`src/rtl/gpio_in_debounce.sv`:
```
// Pad input conditioner: synchronises IO_NUM async inputs into PCLK and debounces
// each bit against a shared prescaled tick, emitting registered rise/fall pulses.

module gpio_db_lane #(
   parameter int   DB_TICKS = 4,
   parameter logic RST_LVL  = 1'b0
) (
   input  logic PCLK,
   input  logic PRESETN,
   input  logic en_i,
   input  logic tick_i,
   input  logic s_i,
   output logic lvl_o,
   output logic rise_o,
   output logic fall_o
);

   localparam logic [3:0] TERM = 4'(DB_TICKS - 1);

   logic [3:0] cnt_q, cnt_d;
   logic       lvl_q, lvl_d;
   logic       rise_q, rise_d;
   logic       fall_q, fall_d;

   // Any cycle where the synchronised level matches the accepted one restarts qualification.
   always_comb begin
      cnt_d  = cnt_q;
      lvl_d  = lvl_q;
      rise_d = 1'b0;
      fall_d = 1'b0;
      if (!en_i || (s_i == lvl_q)) begin
         cnt_d = '0;
      end else if (tick_i) begin
         if (cnt_q == TERM) begin
            lvl_d  = s_i;
            cnt_d  = '0;
            rise_d = s_i;
            fall_d = ~s_i;
         end else begin
            cnt_d = cnt_q + 4'd1;
         end
      end
   end

   always_ff @(posedge PCLK or negedge PRESETN) begin
      if (!PRESETN) begin
         cnt_q  <= '0;
         lvl_q  <= RST_LVL;
         rise_q <= 1'b0;
         fall_q <= 1'b0;
      end else begin
         cnt_q  <= cnt_d;
         lvl_q  <= lvl_d;
         rise_q <= rise_d;
         fall_q <= fall_d;
      end
   end

   assign lvl_o  = lvl_q;
   assign rise_o = rise_q;
   assign fall_o = fall_q;

endmodule

module gpio_in_debounce #(
   parameter int                IO_NUM      = 8,
   parameter int                SYNC_STAGES = 2,
   parameter int                PRESCALE    = 100,
   parameter int                DB_TICKS    = 4,
   parameter logic [IO_NUM-1:0] RESET_VAL   = '0
) (
   input  logic              PCLK,
   input  logic              PRESETN,
   input  logic              EN,
   input  logic [IO_NUM-1:0] PAD_IN,
   output logic [IO_NUM-1:0] GPIO_IN,
   output logic [IO_NUM-1:0] RISE,
   output logic [IO_NUM-1:0] FALL,
   output logic              ANY_EDGE
);

   localparam logic [15:0] PRE_LAST = 16'(PRESCALE - 1);

   logic [SYNC_STAGES-1:0][IO_NUM-1:0] sync_q;
   logic [IO_NUM-1:0]                  s;
   logic [15:0]                        pre_q, pre_d;
   logic                               tick;
   logic                               any_q;

   always_ff @(posedge PCLK or negedge PRESETN) begin
      if (!PRESETN) sync_q <= {SYNC_STAGES{RESET_VAL}};
      else          sync_q <= {sync_q[SYNC_STAGES-2:0], PAD_IN};
   end

   assign s = sync_q[SYNC_STAGES-1];

   // Prescaler parks at 0 while disabled so a re-enable always starts a full period.
   assign tick = EN && (pre_q == PRE_LAST);

   always_comb begin
      pre_d = pre_q + 16'd1;
      if (!EN || tick) pre_d = '0;
   end

   always_ff @(posedge PCLK or negedge PRESETN) begin
      if (!PRESETN) pre_q <= '0;
      else          pre_q <= pre_d;
   end

   for (genvar i = 0; i < IO_NUM; i++) begin : g_lane
      gpio_db_lane #(
         .DB_TICKS (DB_TICKS),
         .RST_LVL  (RESET_VAL[i])
      ) u_lane (
         .PCLK    (PCLK),
         .PRESETN (PRESETN),
         .en_i    (EN),
         .tick_i  (tick),
         .s_i     (s[i]),
         .lvl_o   (GPIO_IN[i]),
         .rise_o  (RISE[i]),
         .fall_o  (FALL[i])
      );
   end

   always_ff @(posedge PCLK or negedge PRESETN) begin
      if (!PRESETN) any_q <= 1'b0;
      else          any_q <= |(RISE | FALL);
   end

   assign ANY_EDGE = any_q;

endmodule

```
`config.mk`:
```
export PLATFORM = sky130hd
export DESIGN_NAME = gpio_in_debounce
export DESIGN_NICKNAME = d
export VERILOG_FILES = /design/src/rtl/gpio_in_debounce.sv
export SDC_FILE = /design/constraint.sdc
export NUM_CORES = 1
export LEC_CHECK = 0
export ABC_AREA = 1
export ABC_CLOCK_PERIOD_IN_PS = 2400
export CAP_MARGIN = 0
export CORE_MARGIN = 3
export CORE_UTILIZATION = 45
export CTS_BUF_LIST = sky130_fd_sc_hd__clkbuf_16
export DETAILED_ROUTE_END_ITERATION = 10
export PLACE_DENSITY = 0.71
export SLEW_MARGIN = 20
export SYNTH_ARGS = -nofsm -noshare
export SYNTH_HDL_FRONTEND = slang
export SYNTH_SLANG_ARGS = --single-unit
```
`constraint.sdc`:
```
create_clock -name PCLK -period 2.4 [get_ports PCLK]
set_clock_uncertainty 0.2 [all_clocks]
set_input_delay 0.24 -clock PCLK [delete_from_list [all_inputs] [get_ports PCLK]]
set_output_delay 0.24 -clock PCLK [all_outputs]
set_load 0.01 [all_outputs]
```
== Word-level counts from Yosys, hierarchy flattened ==
Cells that the tools add are included.

* Word-level logic and storage cells: 180
* Register bits: 89
* Output and inout port bits: 25
* Input port bits: 11

* Multiplexer cells: 73
* Reductions and logical operators: 28
* Bitwise operators: 17
* Add/subtract/negate cells: 9
* Eq/ne operators: 17

{| class="wikitable"
|+ Operator list
! cell !! count
|-
| two-way mux 4 bit || 24
|-
| two-way mux 1 bit || 48
|-
| adder 4 x 1 -> 4 bit, second input constant || 8
|-
| equality test 4 x 2 -> 1 bit, second input constant || 8
|-
| AND reduction 3 bit || 8
|-
| adder 16 x 1 -> 16 bit, second input constant || 1
|-
| equality test 16 x 7 -> 1 bit, second input constant || 1
|-
| two-way mux 16 bit || 1
|-
| inverter 1 bit || 16
|-
| nonzero test 2 bit || 8
|-
| logical OR 1 bit || 9
|-
| equality test 1 bit || 8
|-
| bitwise OR 8 bit || 1
|-
| OR reduction 8 bit || 1
|-
| logical AND 1 bit || 1
|-
| logical NOT 1 bit || 1
|}

== Logic depth before layout (Yosys ltp) ==
Gate-level depths: netlist (run 1).

* Depth after elaboration: 4
* Mapped depth: 9

== By module ==
A second synthesis (run 1) with hierarchy kept.

* Cell total of the unflattened synthesis: 514
* Area, all modules: 4,217.8 um^2

{| class="wikitable"
|+ By module, submodules not included
! module !! cells an instance !! seq. area each (um^2) !! instances !! area an instance (um^2)
|-
| gpio_db_lane || 46 || 175.2 || 8 || 349.1
|-
| gpio_in_debounce || 146 || 825.8 || 1 || 1,425.1
|}

== Least setup slack after synthesis (run 1) ==
OpenSTA, ideal clock, no wires.

* Path type: reg2reg
* Start point: register pre_q[0]
* End point: register g_lane[1].u_lane.cnt_q[0]
* Library setup time: 118 ps
* Period minus slack after synthesis: 1,600 ps
* Setup slack: 800 ps
* Stages on the path, launching flop included: 8
* Arrival time: 1,282 ps
* Cells stage by stage: dfrtp_1 ha_1 nand3_1 nor2_1 nand2_2 buf_4 nand3_1 nand2_1

* Cells in the longest elaborated chain, start to end: 3

{| class="wikitable"
|+ RTL lines
! what !! line !! source
|-
| from (decl) || 86 || <nowiki>logic [15:0] pre_q, pre_d;</nowiki>
|-
| from (signal assigned) || 107 || <nowiki>else pre_q <= pre_d;</nowiki>
|-
| equality test 16 x 7 -> 1 bit || 98 || <nowiki>assign tick = EN && (pre_q == PRE_LAST);</nowiki>
|-
| logical AND 1 bit || 98 ||
|-
| nonzero test 2 bit (no line) || - ||
|-
| to (signal assigned) || 52 || <nowiki>cnt_q <= cnt_d;</nowiki>
|-
| to (decl) || 20 || <nowiki>logic [3:0] cnt_q, cnt_d;</nowiki>
|}

No other way between the ends.
A chain may end at the register's enable or synchronous reset.

== Worst setup path in the final report (run 1) ==
* Start point: register pre_q[0]
* End point: register g_lane[0].u_lane.cnt_q[0]

* Cells in the longest elaborated chain, start to end: 3

{| class="wikitable"
|+ RTL lines
! what !! line
|-
| equality test 16 x 7 -> 1 bit || 98
|-
| logical AND 1 bit || 98
|-
| nonzero test 2 bit (no line) || -
|-
| to (signal assigned) || 52
|-
| to (decl) || 20
|}

No other way between the ends.

==> flow_summary.json, run 1 <==
{
  "die-area_um2": 10840,
  "vias": 3288,
  "synthesis.area_um2": 4332,
  "layout_commonest_cell": "nand2_1",
  "grt_max_degree": 43,
  "outcome": "completed",
  "synth_cell_type_count": 23,
  "yosysSeqAreaShare_pct": 51.42,
  "synth_compound_area_share_pct": 1.733,
  "required_ns": 2.44,
  "clockBufferDepth": 2,
  "grt.overflow.total": 0,
  "route.met2.wl_mm": 4.001,
  "arrival_ns": 1.95,
  "drv_cap": 0,
  "cts_max_level": 3,
  "hold_viol_final": 0,
  "synth_xor_area_share_pct": 1.820,
  "crit_start": "pre_q[0]",
  "start_util_pct": 46.66,
  "ant_nets": 0,
  "syn-instance-count": 511,
  "power.density_nw_per_um2": 597.0,
  "synth_simple_gate_area_share_pct": 31.51,
  "slew_headroom_pct": 64.09,
  "core_um2": 9284,
  "wl_per_cell_um": 12.00,
  "worstSetupStartpointType": "flop",
  "numClockSinks": 89,
  "setup_viol_count_final": 0,
  "cts_buffers": 9,
  "io_pins": 36,
  "cts-root-buf": "clkbuf_16",
  "yosys.area_share.adder_pct": 2.600,
  "antenna_found_initial": 0,
  "fin_util_pct": 53.63,
  "port_buffers": 35,
  "hold_path_startpoint": "PAD_IN[3]",
  "grt_usage_pct": 16.04,
  "synth_fp_nets": 531,
  "max_stage_delay_ns": 0.37,
  "fillers": 855,
  "muxShareOfSynthArea_pct": 0,
  "rsz0062_at_grt": "no",
  "power_mw": 2.972,
  "gp_congestion": 0.8220,
  "grt_pass1_vias": 3124,
  "clkSlewWorstSetupHoldPaths_ns": 0.06,
  "rows": 35,
  "drc": 0,
  "grt_pass1_wl_mm": 14.23,
  "regArea_um2": 2227,
  "min_period_over_period_pct": 79.45,
  "clk_latency_ns": 0.34,
  "vias_per_cell": 4.900,
  "drv_slew": 0,
  "synth_top_family_by_area": "simple AND/OR/NAND/NOR gates",
  "crit_top_cell": "nand2_1",
  "cts_tree": "yes",
  "final.setup.tns_ns": 0,
  "period_needed_ns": 1.907,
  "hold_class": "input pin to flop",
  "critical-path-slowest-cell": "dfrtp_1",
  "placed_cell_area_um2": 4681,
  "setup_ws_ns": 0.4932,
  "postLayoutCellArea_um2": 4979,
  "cp_max_fo": 18,
  "wl_mm": 8.053,
  "die_y_um": 104.1,
  "synth-seq-cells": 89,
  "multi_input_area_um2": 1632,
  "syn_area_per_cell_um2": 8.477,
  "end_kind": "flop",
  "rr_startpoint": "pre_q[0]",
  "synth_warnings": 0,
  "max_freq_mhz": 524.4,
  "tightest_slew_ns": 0.5366,
  "die_w_um": 104.1,
  "worstSetupPathType": "flop to flop",
  "dp_hpwl_mm": 5.898,
  "p_leak_nw": 2.522,
  "area_growth_pct": 14.93,
  "crit_chain": "ha_1, nand2_1, nor2_1, nand2_1, nor2_4, buf_4, nand3_1, o21ai_0",
  "routed-wl-met3_um": 237,
  "drtIter0Drc": 152,
  "num_antenna_cells": 0,
  "drtPass1Iterations": 4,
  "drt-met1-wl_mm": 3.701,
  "top_layer": "met4",
  "nets": 557,
  "layout_common_cells": "nand2_1, dfrtp_1, nand3_1",
  "post_route_cells_drive_above_1_share_pct": 7.749,
  "ir_drop_uv": 357.2,
  "post_cts_resized": 0,
  "place_ws_ns": 0.4101
}
==> cells by family after synthesis <==
kind of cell | Yosys count
buf+inv | 90
simple gates | 299
flops | 89
xor+xnor | 9
compound gates | 15
fa+ha+maj | 9
==> layout make-up <==
type	count	area share [%]
Inverter	58	4.373
Multi-Input combinational cell	332	32.77
Clock inverter	7	1.257
Tap cell	129	3.242
Sequential cell	89	44.73
Timing Repair Buffer	47	9.098
Clock buffer	9	4.524
==> metal layers <==
layer  vias up  track usage [%]
li1       1676                -
met1      1561            19.95
met2        41            26.97
met3        10            4.718
met4         0            5.033
met5         -                0
==> sequential cells by signal, summed over array words and instances (netlist names) <==
register,count
s,8
ANY_EDGE,1
pre_q,16
g_lane.u_lane.rise_o,8
g_lane.u_lane.fall_o,8
g_lane.u_lane.lvl_o,8
sync_q,8
g_lane.u_lane.cnt_q,32
==> timing repair <==
| item | CTS | global route |
|---|---|---|
| hold buffers | 1 | 0 |
| hold endpoints to repair | 40 | 0 |
| buffers inserted | 0 | 0 |
| endpoints found under the setup margin | 0 | 0 |
==> worst max-delay path: cells and delay by family, from the launching register on <==
kind,cells,cell delay [ns]
and+or+nand+nor,5,0.58
DFF,1,0.37
AOI/OAI and AO/OA,1,0.17
buffers and inverters,1,0.27
adders and majority gates,1,0.23
==> worst paths after layout <==
check                      depth (start not counted)                        end  slack [ns]
min in group asynchronous                          2    g_lane[3].u_lane.rise_o        0.22
min                                                1                  sync_q[3]        0.14
max in group asynchronous                          3    g_lane[1].u_lane.fall_o        1.14
max                                                8  g_lane[0].u_lane.cnt_q[0]        0.49
max reg2reg                                        8  g_lane[0].u_lane.cnt_q[0]        0.49
min reg2reg                                        0                       s[4]        0.15
==> metrics by stage <==
step,hold WS [ns],std cells
after floorplan,-0.2556,511
after global placement,0.05557,654
after detailed placement,0.05960,654
after CTS,0.1299,671
after global routing,0.1348,671
final,0.1390,671
==> Yosys cell counts <==
cell	instances	area (µm²)
nand2_1	111	416.7
nor3b_2	1	12.51
nor4_1	4	25.02
nor3b_1	1	7.510
nor3_1	5	25.02
nor2_1	66	247.7
nand2_4	1	11.26
xnor2_1	6	52.55
nand3_1	68	340.3
buf_6	4	45.04
nor2_2	3	18.77
nor2_4	3	33.78
nand4_1	26	162.7
inv_1	58	217.7
dfrtp_1	89	2227
xor2_1	3	26.28
or2_2	7	43.79
nand2_2	2	12.51
ha_1	9	112.6
a21oi_1	5	25.02
o21ai_0	10	50.05
nand3b_1	1	7.510
buf_4	28	210.2
==> power by group <==
part           switching (mW)  leakage (nW)  total, mW  internal [mW]
Combinational          0.0687          1.19      0.104         0.0355
Clock                   0.543         0.142       1.34          0.795
Sequential             0.0117          1.19       1.53           1.52
No activity file was read; power rests on OpenSTA's default activity.
==> run 2, diff against run 1 <==
ABC_CLOCK_PERIOD_IN_PS = 2000   (was 2400)
clock period = 2 ns   (was 2.4 ns; I/O delays follow)
==> run 2 against run 1 <==
Final area is 1.7% higher. Non-clock buffer count is 6 higher. Setup slack worse by 0.35 ns. Via count is 4.3% higher. Sequential power is 20% higher. Register-to-register slack worse by 0.35 ns. Fmax is 2.8% higher. Wire length is 5.3% higher. Combinational power is 31% higher. Sequential share of layout area is 0.74 points lower.
==> flow_summary.json, run 2 (synthesis results as in run 1) <==
{
  "ir_drop_uv": 482.1,
  "largestRegisters": "g_lane.u_lane.cnt_q x32, pre_q x16",
  "end_kind": "flop",
  "crit_start": "pre_q[0]",
  "power.density_nw_per_um2": 724.9,
  "cp_max_fo": 16,
  "drv_cap": 0,
  "r2r_end": "g_lane[0].u_lane.cnt_q[0]",
  "ant_nets": 0,
  "vias": 3429,
  "worstSetupStartpointType": "flop",
  "worstSetupPathType": "flop to flop",
  "grt_usage_pct": 16.71,
  "rows": 35,
  "wl_per_cell_um": 12.53,
  "slew_headroom_pct": 66.52,
  "rrSetupSlack_ns": 0.14,
  "final.setup.tns_ns": 0,
  "cts-root-buf": "clkbuf_16",
  "cts_tree": "yes",
  "crit_chain": "ha_1, nand3_1, nor2_1, nand2_2, buf_4, nand3_1, o21ai_0",
  "max_stage_delay_ns": 0.36,
  "largest_reg_flops": 32,
  "p_leak_nw": 2.561,
  "start_util_pct": 46.66,
  "antenna_found_initial": 0,
  "hold_class": "input pin to flop",
  "rsz0062_at_grt": "no",
  "die_y_um": 104.1,
  "rr_startpoint": "pre_q[0]",
  "dp_hpwl_mm": 6.042,
  "wl_mm": 8.482,
  "numClockSinks": 89,
  "gp_congestion": 0.8487,
  "drv_slew": 0,
  "arrival_ns": 1.87,
  "grt_pass1_vias": 3361,
  "required_ns": 2.01,
  "io_pins": 36,
  "post_route_cells_drive_above_1_share_pct": 9.307,
  "num_antenna_cells": 0,
  "cts_max_level": 3,
  "clk_latency_ns": 0.34,
  "r2r_cells": 7,
  "tightest_slew_ns": 0.4976,
  "top_register": "g_lane.u_lane.cnt_q",
  "crit_top_cell": "nand3_1",
  "period_needed_ns": 1.856,
  "nets": 563,
  "drtIter0Drc": 133,
  "max_freq_mhz": 538.9,
  "layout_commonest_cell": "nand2_1",
  "outcome": "completed",
  "core_um2": 9284,
  "grt.overflow.total": 0,
  "min_period_over_period_pct": 92.78,
  "layout_common_cells": "nand2_1, dfrtp_1, nand3_1",
  "setup_viol_count_final": 0,
  "area_growth_pct": 16.87,
  "grt_pass1_wl_mm": 15.03,
  "grt_max_degree": 37,
  "clockBufferDepth": 2,
  "cp-endpoint": "g_lane[0].u_lane.cnt_q[0]",
  "port_buffers": 35,
  "hold_viol_final": 0,
  "cts_buffers": 9,
  "place_inst": 660,
  "vias_per_cell": 5.065,
  "drc": 0,
  "instances_no_fill": 677,
  "die_w_um": 104.1,
  "drtPass1Iterations": 4,
  "critical-path-slowest-cell": "dfrtp_1",
  "die-area_um2": 10840,
  "clkSlewWorstSetupHoldPaths_ns": 0.07
}
run 2: worst min path at each step:
stage,startpoint,to,slack [ns],cells past startpoint
finish,PAD_IN[0],sync_q[0],0.09,1
global route,PAD_IN[7],sync_q[7],0.09,1
CTS,PAD_IN[0],sync_q[0],0.08,1
detailed placement,PRESETN,g_lane[2].u_lane.rise_o,-0.01,1
global placement,PRESETN,g_lane[2].u_lane.rise_o,-0.01,1
floorplan,PRESETN,ANY_EDGE,-0.30,0
run 2: repair_timing:
item,CTS,global route
hold buffers,1,0
setup buffers,0,0
gates resized for setup,0,0
hold endpoints to repair,78,0
run 2: worst max-delay path, delay by kind of cell (launching register included):
family	cells	cell delay, ns
buf+inv	1	0.28
simple gates	4	0.60
compound gates	1	0.07
fa+ha+maj	1	0.22
flops	1	0.36
run 2: report_power, final:
part           switching (mW)  internal [mW]
Clock                   0.722          0.977
Sequential             0.0143           1.82
Combinational          0.0847         0.0513
run 2: per-stage QoR:
stage	hold WS, ns	instance area [µm²]	utilization (%)	power (mW)	setup WS [ns]
global route	0.09069	5062	54.53	3.806	0.01804
global placement	-0.01343	4751	51.17	2.004	0.06478
finish	0.09087	5062	54.53	3.670	0.1444
detailed placement	-0.01132	4751	51.17	2.007	0.006262
CTS	0.08447	5062	54.53	3.715	0.1307
floorplan	-0.2956	4332	-	1.915	0.4002
run 2: layout make-up:
| type | count | area [µm²] |
|---|---|---|
| Tap cell | 129 | 161.4 |
| Timing Repair Buffer | 53 | 523.0 |
| Multi-Input combinational cell | 332 | 1632 |
| Sequential cell | 89 | 2227 |
| Clock inverter | 7 | 76.32 |
| Inverter | 58 | 217.7 |
| Fill cell | 828 | 4222 |
| Clock buffer | 9 | 225.2 |
run 2: per-layer routing:
metal,part of all wire [%],GRT usage [%],vias to the layer above,routed length [µm]
met4,0.83,4.938,0,70
met1,44,20.15,1657,3722
met5,0,0,-,0
met2,52,29.43,73,4397
met3,3.4,4.283,7,292
li1,-,-,1692,-
==> run 3, diff against run 2 <==
CELL_PAD_IN_SITES_DETAIL_PLACEMENT = 0   (was default)
CELL_PAD_IN_SITES_GLOBAL_PLACEMENT = 1   (was default)
DONT_BUFFER_PORTS = 1   (was default)
PLACE_DENSITY = 0.82   (was 0.71)
==> run 3 against run 2 <==
The flow now finishes with violations (hold timing). Highest routed layer unchanged. Global-route usage fell by 1.3 points. Clock power fell by 4%. Largest power group unchanged. Fmax increased by 4.7%. First-iteration DRC count is 21% higher. Clock-buffer cell count unchanged. Register-to-register slack gained 0.08 ns. Sequential power about the same. Via count shrank 9.0%. Total power down 3.0%. Final area down 6.7%.
==> flow_summary.json, run 3 (synthesis results as in run 1) <==
{
  "layout_common_cells": "nand2_1, dfrtp_1, nand3_1",
  "cts-root-buf": "clkbuf_16",
  "layout_commonest_cell": "nand2_1",
  "placed_cell_area_um2": 4333,
  "grt.overflow.total": 0,
  "outcome": "finished with violations",
  "clockBufferDepth": 2,
  "fillers": 880,
  "wl_mm": 7.893,
  "post_cts_resized": 0,
  "regArea_um2": 2227,
  "drtIter0Drc": 161,
  "port_buffers": 0,
  "vias_per_cell": 4.848,
  "die_y_um": 104.1,
  "multi_input_area_um2": 1632,
  "drv_cap": 0,
  "tightest_slew_ns": 0.5094,
  "vias": 3122,
  "postCtsSetupBuffers": 0,
  "antenna_found_initial": 0,
  "p_leak_nw": 2.427,
  "hold_ws_ns": -0.6491,
  "drc": 0,
  "power.density_nw_per_um2": 753.8,
  "rows": 35,
  "max_freq_mhz": 564.0,
  "power_mw": 3.559,
  "fin_util_pct": 50.85,
  "largestRegisters": "g_lane.u_lane.cnt_q x32, pre_q x16",
  "arrival_ns": 1.82,
  "largest_reg_flops": 32,
  "hold_class": "input pin to asynchronous set/reset pin",
  "place_inst": 619,
  "worstSetupStartpointType": "flop",
  "period_needed_ns": 1.773,
  "min_period_over_period_pct": 88.65,
  "start_util_pct": 46.66,
  "violations": "hold timing",
  "numClockSinks": 89,
  "grt_max_degree": 90,
  "num_antenna_cells": 0,
  "io_pins": 36,
  "place_ws_ns": 0.1977,
  "die_w_um": 104.1,
  "dp_hpwl_mm": 5.413,
  "grt_pass1_wl_mm": 13.77,
  "nets": 530,
  "cts_tree": "yes",
  "cts_max_level": 3,
  "gp_congestion": 0.8392,
  "clkSlewWorstSetupHoldPaths_ns": 0.07,
  "worstSetupPathType": "flop to flop",
  "die-area_um2": 10840,
  "setup_ws_ns": 0.2271,
  "cts_buffers": 9,
  "ant_nets": 0,
  "top_register": "g_lane.u_lane.cnt_q",
  "postLayoutCellArea_um2": 4721,
  "ctsHoldBuffers": 9,
  "wl_per_cell_um": 12.26,
  "hold_viol_final": 89,
  "instances_no_fill": 644,
  "grt_pass1_vias": 2913,
  "final.setup.tns_ns": 0,
  "drtPass1Iterations": 4,
  "ir_drop_uv": 376.4,
  "area_growth_pct": 8.983,
  "core_um2": 9284,
  "setup_viol_count_final": 0,
  "slew_headroom_pct": 65.72,
  "grt_usage_pct": 15.38,
  "post_route_cells_drive_above_1_share_pct": 8.544,
  "rsz0062_at_grt": "no",
  "drv_slew": 0,
  "cp_max_fo": 13,
  "end_kind": "flop",
  "clk_latency_ns": 0.34,
  "required_ns": 2.05
}
run 3: final timing paths:
| check | start | endpoint | slack [ns] | depth (start not counted) |
|---|---|---|---|---|
| max reg2reg | pre_q[0] | pre_q[5] | 0.23 | 7 |
| max in group asynchronous | PRESETN | g_lane[1].u_lane.lvl_o | 2.12 | 0 |
| min | PRESETN | s[6] | -0.65 | 0 |
| min in group PCLK | EN | g_lane[3].u_lane.cnt_q[2] | 0.13 | 4 |
| min reg2reg | sync_q[0] | s[0] | 0.15 | 0 |
| max | pre_q[0] | pre_q[5] | 0.23 | 7 |
run 3: power by group:
part | total (mW) | internal [mW] | switching (mW)
logic | 0.0843 | 0.0341 | 0.0502
clock network | 1.64 | 0.879 | 0.761
registers | 1.83 | 1.82 | 0.0144
run 3: cell type report:
class                           count  share of cell area [%]
Clock buffer                        9                   4.771
Timing Repair Buffer               20                   3.923
Tap cell                          129                   3.419
Multi-Input combinational cell    332                   34.56
Clock inverter                      7                   1.537
Inverter                           58                   4.612
Sequential cell                    89                   47.18
run 3: per-layer routing:
layer | vias to the layer above | track usage (%) | wire length (µm)
li1 | 1616 | - | -
met1 | 1431 | 21.28 | 3797
met2 | 68 | 23.72 | 3605
met3 | 7 | 4.780 | 418
met4 | 0 | 3.704 | 71
met5 | - | 0 | 0
run 3: worst max-delay path: stages, from the launching register on:
cell and delay, ns:
dfrtp_1 0.40, ha_1 0.25, nand3_1 0.10, nor2_1 0.06
nand2_2 0.22, nand2_4 0.10, buf_4 0.19, nor3b_1 0.17
